==> config.mk <==
export PLATFORM = sky130hd
export DESIGN_NAME = serial_addsub_n
export DESIGN_NICKNAME = d
export VERILOG_FILES = /design/src/rtl/serial_pkg.sv /design/src/rtl/full_adder.sv /design/src/rtl/serial_addsub_n.sv
export SDC_FILE = /design/constraint.sdc
export NUM_CORES = 1
export LEC_CHECK = 0
export BUFFER_PORTS_ARGS = -buffer_cell sky130_fd_sc_hd__buf_2
export CORE_UTILIZATION = 28
export DETAILED_ROUTE_END_ITERATION = 12
export PLACE_DENSITY = 0.58
export SETUP_SLACK_MARGIN = 0.15
export SLEW_MARGIN = 5
export SYNTH_ARGS = -nofsm -noshare
export SYNTH_HDL_FRONTEND = slang
export SYNTH_HIERARCHICAL = 1
export SYNTH_SLANG_ARGS = --single-unit
==> constraint.sdc <==
create_clock -name clk -period 1.4 [get_ports clk]
set_input_delay 0.21 -clock clk [delete_from_list [all_inputs] [get_ports clk]]
set_output_delay 0.21 -clock clk [all_outputs]
set_load 0.02 [all_outputs]
==> src/rtl/serial_pkg.sv <==
// Shared types for the bit-serial adder/subtractor datapath.
// Holds the control-state encoding and the supported operand-width ceiling.
package serial_pkg;

    typedef enum logic [1:0] {
        IDLE  = 2'd0,
        SHIFT = 2'd1,
        DONE  = 2'd2
    } state_t;

    localparam int MAX_WIDTH = 64;

endpackage : serial_pkg

==> src/rtl/full_adder.sv <==
// One-bit full adder cell, purely combinational (zero latency).
// No flow control: outputs follow inputs in the same cycle.
module full_adder (
    input  logic a,
    input  logic b,
    input  logic ci,
    output logic s,
    output logic co
);

    assign s  = a ^ b ^ ci;
    assign co = (a & b) | (a & ci) | (b & ci);

endmodule : full_adder

==> src/rtl/serial_addsub_n.sv <==
// Bit-serial two's-complement add/sub, LSB first; result valid WIDTH edges after start.
// start is honoured only in IDLE/DONE; a start during SHIFT is dropped, not queued.
module serial_addsub_n
    import serial_pkg::*;
#(
    parameter int WIDTH = 8
) (
    input  logic             clk,
    input  logic             rst,
    input  logic             start,
    input  logic             sub,
    input  logic [WIDTH-1:0] in1,
    input  logic [WIDTH-1:0] in2,
    output logic             busy,
    output logic             done,
    output logic [WIDTH-1:0] out,
    output logic             cout,
    output logic             ovf
);

    localparam int CW = $clog2(WIDTH);

    if (WIDTH < 2 || WIDTH > MAX_WIDTH) begin : g_width_check
        $error("serial_addsub_n: WIDTH out of range");
    end

    state_t           state;
    state_t           state_next;

    logic [WIDTH-1:0] a_sr;
    logic [WIDTH-1:0] b_sr;
    logic [WIDTH-1:0] sum_sr;
    logic [WIDTH-1:0] sum_next;
    logic             carry;
    logic [CW-1:0]    cnt;

    logic             fa_s;
    logic             fa_co;
    logic             accept;
    logic             last_step;

    full_adder u_fa (
        .a  (a_sr[0]),
        .b  (b_sr[0]),
        .ci (carry),
        .s  (fa_s),
        .co (fa_co)
    );

    always_comb begin
        accept    = start && ((state == IDLE) || (state == DONE));
        last_step = (state == SHIFT) && (cnt == CW'(WIDTH - 1));
        sum_next  = {fa_s, sum_sr[WIDTH-1:1]};
    end

    always_ff @(posedge clk) begin
        if (rst) begin
            state <= IDLE;
        end else begin
            state <= state_next;
        end
    end

    always_comb begin
        state_next = state;
        case (state)
            IDLE:    if (start) state_next = SHIFT;
            SHIFT:   if (last_step) state_next = DONE;
            DONE:    state_next = start ? SHIFT : IDLE;
            default: state_next = IDLE;
        endcase
    end

    assign busy = (state == SHIFT);
    assign done = (state == DONE);

    // Subtraction is in1 + ~in2 + 1; the +1 enters as the initial carry.
    always_ff @(posedge clk) begin
        if (rst) begin
            a_sr   <= '0;
            b_sr   <= '0;
            sum_sr <= '0;
            carry  <= 1'b0;
            cnt    <= '0;
            out    <= '0;
            cout   <= 1'b0;
            ovf    <= 1'b0;
        end else if (accept) begin
            a_sr  <= in1;
            b_sr  <= sub ? ~in2 : in2;
            carry <= sub;
            cnt   <= '0;
        end else if (state == SHIFT) begin
            a_sr   <= {1'b0, a_sr[WIDTH-1:1]};
            b_sr   <= {1'b0, b_sr[WIDTH-1:1]};
            sum_sr <= sum_next;
            carry  <= fa_co;
            if (last_step) begin
                out  <= sum_next;
                cout <= fa_co;
                // carry still holds the carry into the MSB at this step
                ovf  <= carry ^ fa_co;
            end else begin
                cnt <= cnt + CW'(1);
            end
        end
    end

endmodule : serial_addsub_n

==> results of run 1 <==
-- worst reg2reg max path, cell delays in order, from the launching register on --
cell and delay, ps:
dfxtp_2 340, ha_4 160, ha_4 160, nor3b_4 270, mux2i_1 230, nor3_1 60
-- cell usage in the layout (no fill, tap or decap), types with 2 or more instances in the layout --
cell | Yosys | layout
xor2_1 | 8 | 8
clkbuf_8 | 0 | 5
dfxtp_1 | 39 | 35
o22ai_1 | 5 | 5
a311oi_1 | 2 | 2
nor3_1 | 13 | 13
xnor2_1 | 2 | 2
nor2_1 | 6 | 5
a21oi_2 | 0 | 9
buf_12 | 0 | 4
dfxtp_2 | 0 | 3
nand2_1 | 37 | 28
ha_4 | 0 | 2
nand2_2 | 0 | 8
buf_6 | 3 | 5
bufinv_16 | 0 | 2
a22oi_2 | 6 | 7
mux2i_1 | 3 | 3
a21oi_1 | 25 | 16
nand3_1 | 9 | 9
buf_4 | 5 | 4
buf_2 | 3 | 30
-- state kept, by name (all words and copies together) (netlist names) --
signal  flops
cout        1
a_sr        8
state       2
cnt         3
b_sr        8
carry       1
ovf         1
out         8
sum_sr      7
-- area by class of cell --
class,instances,area (um2)
tap,72,90.1
sequential,39,788
clock inverter,3,67.6
inverter,1,6.26
fill,589,3370
clock buffer,5,68.8
multi-input combinational,130,898
timing repair buffer,43,317
-- report_power, final --
part	internal [mW]	switching [mW]
combinational	0.156	0.175
clock	0.711	0.408
sequential	1.16	0.0392
total	2.03	0.622
-- through the flow --
| step | TNS [ps] | cell area (um2) | cells |
|---|---|---|---|
| 4_1_cts | 0 | 2120 | 293 |
| 3_3_place_gp | 0 | 1950 | 283 |
| 3_5_place_dp | 0 | 1950 | 283 |
| 5_1_grt | -24.4 | 2240 | 293 |
| 2_1_floorplan | 0 | 1690 | 185 |
| 6_report | 0 | 2240 | 293 |
-- cell usage after synthesis (all sizes together), types with 3 or more instances --
library cell / count / share of area, %
dfxtp: 39 / 47
nand2: 37 / 8.3
a21oi: 25 / 7.5
nor3: 14 / 4.5
buf: 11 / 5.2
nand3: 9 / 2.7
a22oi: 8 / 5.4
xor2: 8 / 4.2
nor2: 6 / 1.4
o22ai: 5 / 1.9
clkbuf: 4 / 0.90
mux2i: 3 / 1.8
-- kinds of logic (layout without fill, tap and decap cells) --
family	Yosys count	count (layout)	share of synthesized area, %
adders and majority gates	3	3	2.71
xor gates and xnor gates	10	10	5.26
and+or+nand+nor	73	73	20.5
muxes	3	3	1.80
DFF	39	39	46.9
buffers and inverters	16	52	6.47
AOI/OAI and AO/OA	41	41	16.3
-- worst min path at each step --
| stage | cells after the start | slack [ps] | from | to |
|---|---|---|---|---|
| after CTS | 3 | 200 | in1[6] | a_sr[6]$_SDFFE_PP0P_ |
| after global routing | 3 | 200 | in1[6] | a_sr[6]$_SDFFE_PP0P_ |
| final | 4 | 200 | in2[7] | b_sr[7]$_SDFFE_PP0P_ |
| after floorplan | 2 | 380 | in1[0] | a_sr[0]$_SDFFE_PP0P_ |
| after global placement | 2 | 440 | out[2]$_SDFFE_PP0P_ | out[2]$_SDFFE_PP0P_ |
| after detailed placement | 2 | 450 | out[2]$_SDFFE_PP0P_ | out[2]$_SDFFE_PP0P_ |
-- routing by layer --
metal,up-vias,track usage [%],share of wire (%)
li1,703,-,-
met1,645,14.2,46
met2,25,21.6,49
met3,4,3.33,4.0
met4,0,4.91,1.1
met5,-,0,0
-- what timing repair did --
item / in CTS / in global routing
hold buffers: 0 / 0
gates resized for setup: 4 / 32
buffers inserted: 2 / 0
endpoints found under the setup margin: 9 / 30
cloned: 0 / 0
pin swaps: 3 / 6
==> impl_metrics.json, run 1 <==
{
  "wl_per_cell_um": 11.9,
  "place.gp.congestion": 0.704,
  "diodes": 0,
  "yosysSeqAreaShare_pct": 46.9,
  "rr_worst_depth": 5,
  "slew_violations": 0,
  "core_mm2": 0.00561,
  "syn_inst": 185,
  "dpl_worst_slack_ps": 72.6,
  "async_reset_ff_share_pct": 0,
  "syn2layout_area_growth_pct": 34.4,
  "synth_edf_count": 0,
  "final_nets": 243,
  "die_w_um": 79.1,
  "grt_antenna_before_repair": 0,
  "yosys.cell_types.count": 27,
  "rrSetupSlack_ps": 70,
  "cts_made_buffers": 5,
  "relSlewSlack_pct": 79.7,
  "reg2reg_from": "cnt[0]$_SDFFE_PP0P_",
  "track_usage_pct": 12.3,
  "crit_path_frequent_cell": "ha_4",
  "rsz0062_at_grt": "yes",
  "grt_first_pass_wirelength_mm": 6.03,
  "die_area_mm2": 0.00626,
  "num_vias": 1377,
  "max_stage_delay_ps": 340,
  "worstReg2RegEnd": "cnt[1]$_SDFFE_PP0P_",
  "fmax_ghz": 0.753,
  "holdWs_ps": 203,
  "hold_violations": 0,
  "drc": 0,
  "p_leak_nw": 0.846,
  "cp_max_fo": 4,
  "postLayoutCoreUtil_pct": 39.9,
  "io_buffers": 31,
  "via_per_inst": 4.70,
  "drive_gt1_share_pct": 41.2,
  "cp_slowest_cell": "dfxtp_2",
  "avgSynthCellArea_um2": 9.00,
  "cp_top_family": "flip-flops",
  "ioPinCount": 32,
  "yosys_warnings": 6,
  "worst_pin_slew_ps": 304,
  "initial_core_util_pct": 29.7,
  "power.density_mw_per_mm2": 1190,
  "cp.arrival_ps": 1510,
  "cts_tree": "built",
  "syn_area_mm2": 0.00166,
  "p_total_mw": 2.65,
  "skew_ps": 10.1,
  "die_y_um": 79.1,
  "h-tree-depth": 2,
  "cp_num_buf_inv": 0,
  "clk_latency_ps": 290,
  "final_antenna_net_count": 0,
  "grt_max_degree": 24,
  "path_cells": "ha_4 -> ha_4 -> nor3b_4 -> mux2i_1 -> nor3_1",
  "fin_crit_ps": 1330,
  "synth.net_count": 208,
  "irDropWorstVdd_v": 0.000485,
  "num_rows": 27,
  "required_ps": 1580,
  "setup_viol": 0,
  "path_depth": 5,
  "setup_ws_ps": 72.6,
  "clk_pin_slew_worst_paths_ps": 80,
  "overflow": 0,
  "startpoint_type": "register",
  "wl_mm": 3.48,
  "clock_path_buffers": 2,
  "end_kind": "register",
  "ys_ff_latch": 39,
  "crit_end": "cnt[1]$_SDFFE_PP0P_",
  "critPathKind": "register to register",
  "drv_cap": 0,
  "drtPass1Iterations": 4,
  "status": "completed",
  "grt_pass1_vias": 1377,
  "crit_start": "cnt[0]$_SDFFE_PP0P_",
  "fin_crit_sh_pct": 94.8,
  "root_buffer": "clkbuf_8",
  "synth_top_flop_cell": "dfxtp_1",
  "cts_sinks": 39,
  "drtIter0Drc": 54,
  "dp_hpwl_mm": 2.25,
  "hold_path.class": "input port to register"
}
Power figures use the tool's default switching activity.
==> run 2: changes to the inputs <==
--- a/config.mk
+++ b/config.mk
@@ -9,6 +9,7 @@
 export CORE_UTILIZATION = 28
 export DETAILED_ROUTE_END_ITERATION = 12
 export PLACE_DENSITY = 0.58
+export RECOVER_POWER = 100
 export SETUP_SLACK_MARGIN = 0.15
 export SLEW_MARGIN = 5
 export SYNTH_ARGS = -nofsm -noshare
==> run 2 against run 1 <==
Effect of this change:
- register-to-register slack hardly changed
- cell count is the same
- critical path depth shrank 2
- highest routed layer unchanged
- sequential power about the same
- clock power is essentially flat
- flip-flop and latch count is the same
- first-iteration DRC count up 22%
- count of clock-buffer cells in the layout unchanged
==> impl_metrics.json, run 2 (synthesis results as in run 1) <==
{
  "status": "completed",
  "root_buffer": "clkbuf_8",
  "diodes": 0,
  "cts_made_buffers": 5,
  "initial_core_util_pct": 29.7,
  "via_per_inst": 4.67,
  "track_usage_pct": 12.3,
  "final_nets": 243,
  "p_comb_share_pct": 11.8,
  "startpoint_type": "register",
  "num_vias": 1368,
  "worst_pin_slew_ps": 346,
  "multiInputGateArea_um2": 893,
  "grt_antenna_before_repair": 0,
  "hold_path.class": "input port to register",
  "drv_cap": 0,
  "p_int_mw": 2.01,
  "cts_tree": "built",
  "fin_crit_sh_pct": 96.1,
  "grt_first_pass_wirelength_mm": 6.03,
  "relSlewSlack_pct": 76.9,
  "setup_viol": 0,
  "overflow": 0,
  "die_y_um": 79.1,
  "ioPinCount": 32,
  "dp_hpwl_mm": 2.25,
  "h-tree-depth": 2,
  "p_leak_nw": 0.789,
  "hold_violations": 0,
  "irDropWorstVdd_v": 0.000485,
  "grt_max_degree": 24,
  "required_ps": 1190,
  "cp_max_fo": 7,
  "fmax_ghz": 0.744,
  "p_total_mw": 2.63,
  "cp.arrival_ps": 1130,
  "wl_per_cell_um": 12.0,
  "grt_pass1_vias": 1377,
  "clkPwrFrac_pct": 42.5,
  "clk_pin_slew_worst_paths_ps": 80,
  "seq_power_share_pct": 45.7,
  "cts_sinks": 39,
  "fin_crit_ps": 1340,
  "rsz0062_at_grt": "yes",
  "clock_path_buffers": 2,
  "cts_hold_buf": 0,
  "slew_violations": 0,
  "drtPass1Iterations": 4,
  "clk_latency_ps": 290,
  "holdWs_ps": 204,
  "reg.largest.list": "a_sr x8, b_sr x8, out x8",
  "final_antenna_net_count": 0,
  "rr_worst_depth": 5,
  "wl_mm": 3.51,
  "io_buffers": 31,
  "place.gp.congestion": 0.704,
  "drive_gt1_share_pct": 35.7,
  "end_kind": "primary output",
  "nFillCells": 591,
  "core_mm2": 0.00561,
  "netSwitchingFraction_pct": 23.4,
  "drc": 0,
  "seqCellArea_um2": 785,
  "drtIter0Drc": 66,
  "syn2layout_area_growth_pct": 30.8,
  "final_common_cell": "dfxtp_1",
  "die_area_mm2": 0.00626,
  "p_sw_mw": 0.615,
  "die_w_um": 79.1,
  "layout.cells.most_common_list": "dfxtp_1, nand2_1, buf_2",
  "hold_depth": 4,
  "critPathKind": "register to primary output",
  "power.density_mw_per_mm2": 1210,
  "num_rows": 27,
  "skew_ps": 9.76
}
==> run 2: changes by cell type in the layout (fill, tap and decap cells not counted), sizes merged <==
| cell | delta |
|---|---|
| buf | -14 |
| clkbuf | +14 |
==> run 2: area by class of cell <==
| cell class | instances | area share [%] |
|---|---|---|
| multi-input combinational | 130 | 41.1 |
| clock buffer | 5 | 3.16 |
| inverter | 1 | 0.173 |
| timing repair buffer | 43 | 12.3 |
| tap | 72 | 4.14 |
| sequential | 39 | 36.1 |
| clock inverter | 3 | 3.11 |
==> run 2: timing repair <==
item / 4_1_cts / 5_1_grt
setup endpoints to repair: 9 / 30
pin swaps: 3 / 6
setup buffers: 2 / 0
gates resized for setup: 4 / 32
==> run 2: final timing paths <==
kind                     startpoint                   end  slack, ps
max           state[0]$_SDFFE_PP0P_                  busy         60
min                          in2[7]  b_sr[7]$_SDFFE_PP0P_        200
max reg2reg     cnt[0]$_SDFFE_PP0P_   cnt[1]$_SDFFE_PP0P_         70
min reg2reg  sum_sr[1]$_SDFFE_PP0P_   out[0]$_SDFFE_PP0P_        460
==> run 2: critical path, stage by stage, from the launching register on <==
cell and delay, ps:
dfxtp_1 530, nand2b_4 80, inv_2 70, buf_2 160
==> run 2: stage by stage <==
step	TNS (ps)	cell area [um2]	instances	setup slack, ps	util, %
6_report	0	2180	293	55.2	38.8
5_1_grt	-37.0	2180	293	-24.4	38.8
4_1_cts	0	2120	293	76.7	37.8
3_5_place_dp	0	1950	283	72.6	34.7
3_3_place_gp	0	1950	283	75.5	34.7
2_1_floorplan	0	1690	185	112	-
==> run 2: power by group through the flow <==
stage / Clock, mW / Sequential, mW / Combinational (mW)
final: 1.12 / 1.20 / 0.311
after global routing: 1.20 / 1.21 / 0.345
after CTS: 1.14 / 1.20 / 0.321
after detailed placement: 0 / 1.22 / 0.305
after global placement: 0 / 1.22 / 0.301
after floorplan: 0 / 1.21 / 0.229
==> run 2: metal layers <==
layer	up-vias	global-route usage, %	part of all wire, %
met1	637	14.2	46
li1	704	-	-
met3	4	3.33	3.7
met5	-	0	0
met4	0	4.91	1.1
met2	23	21.6	49
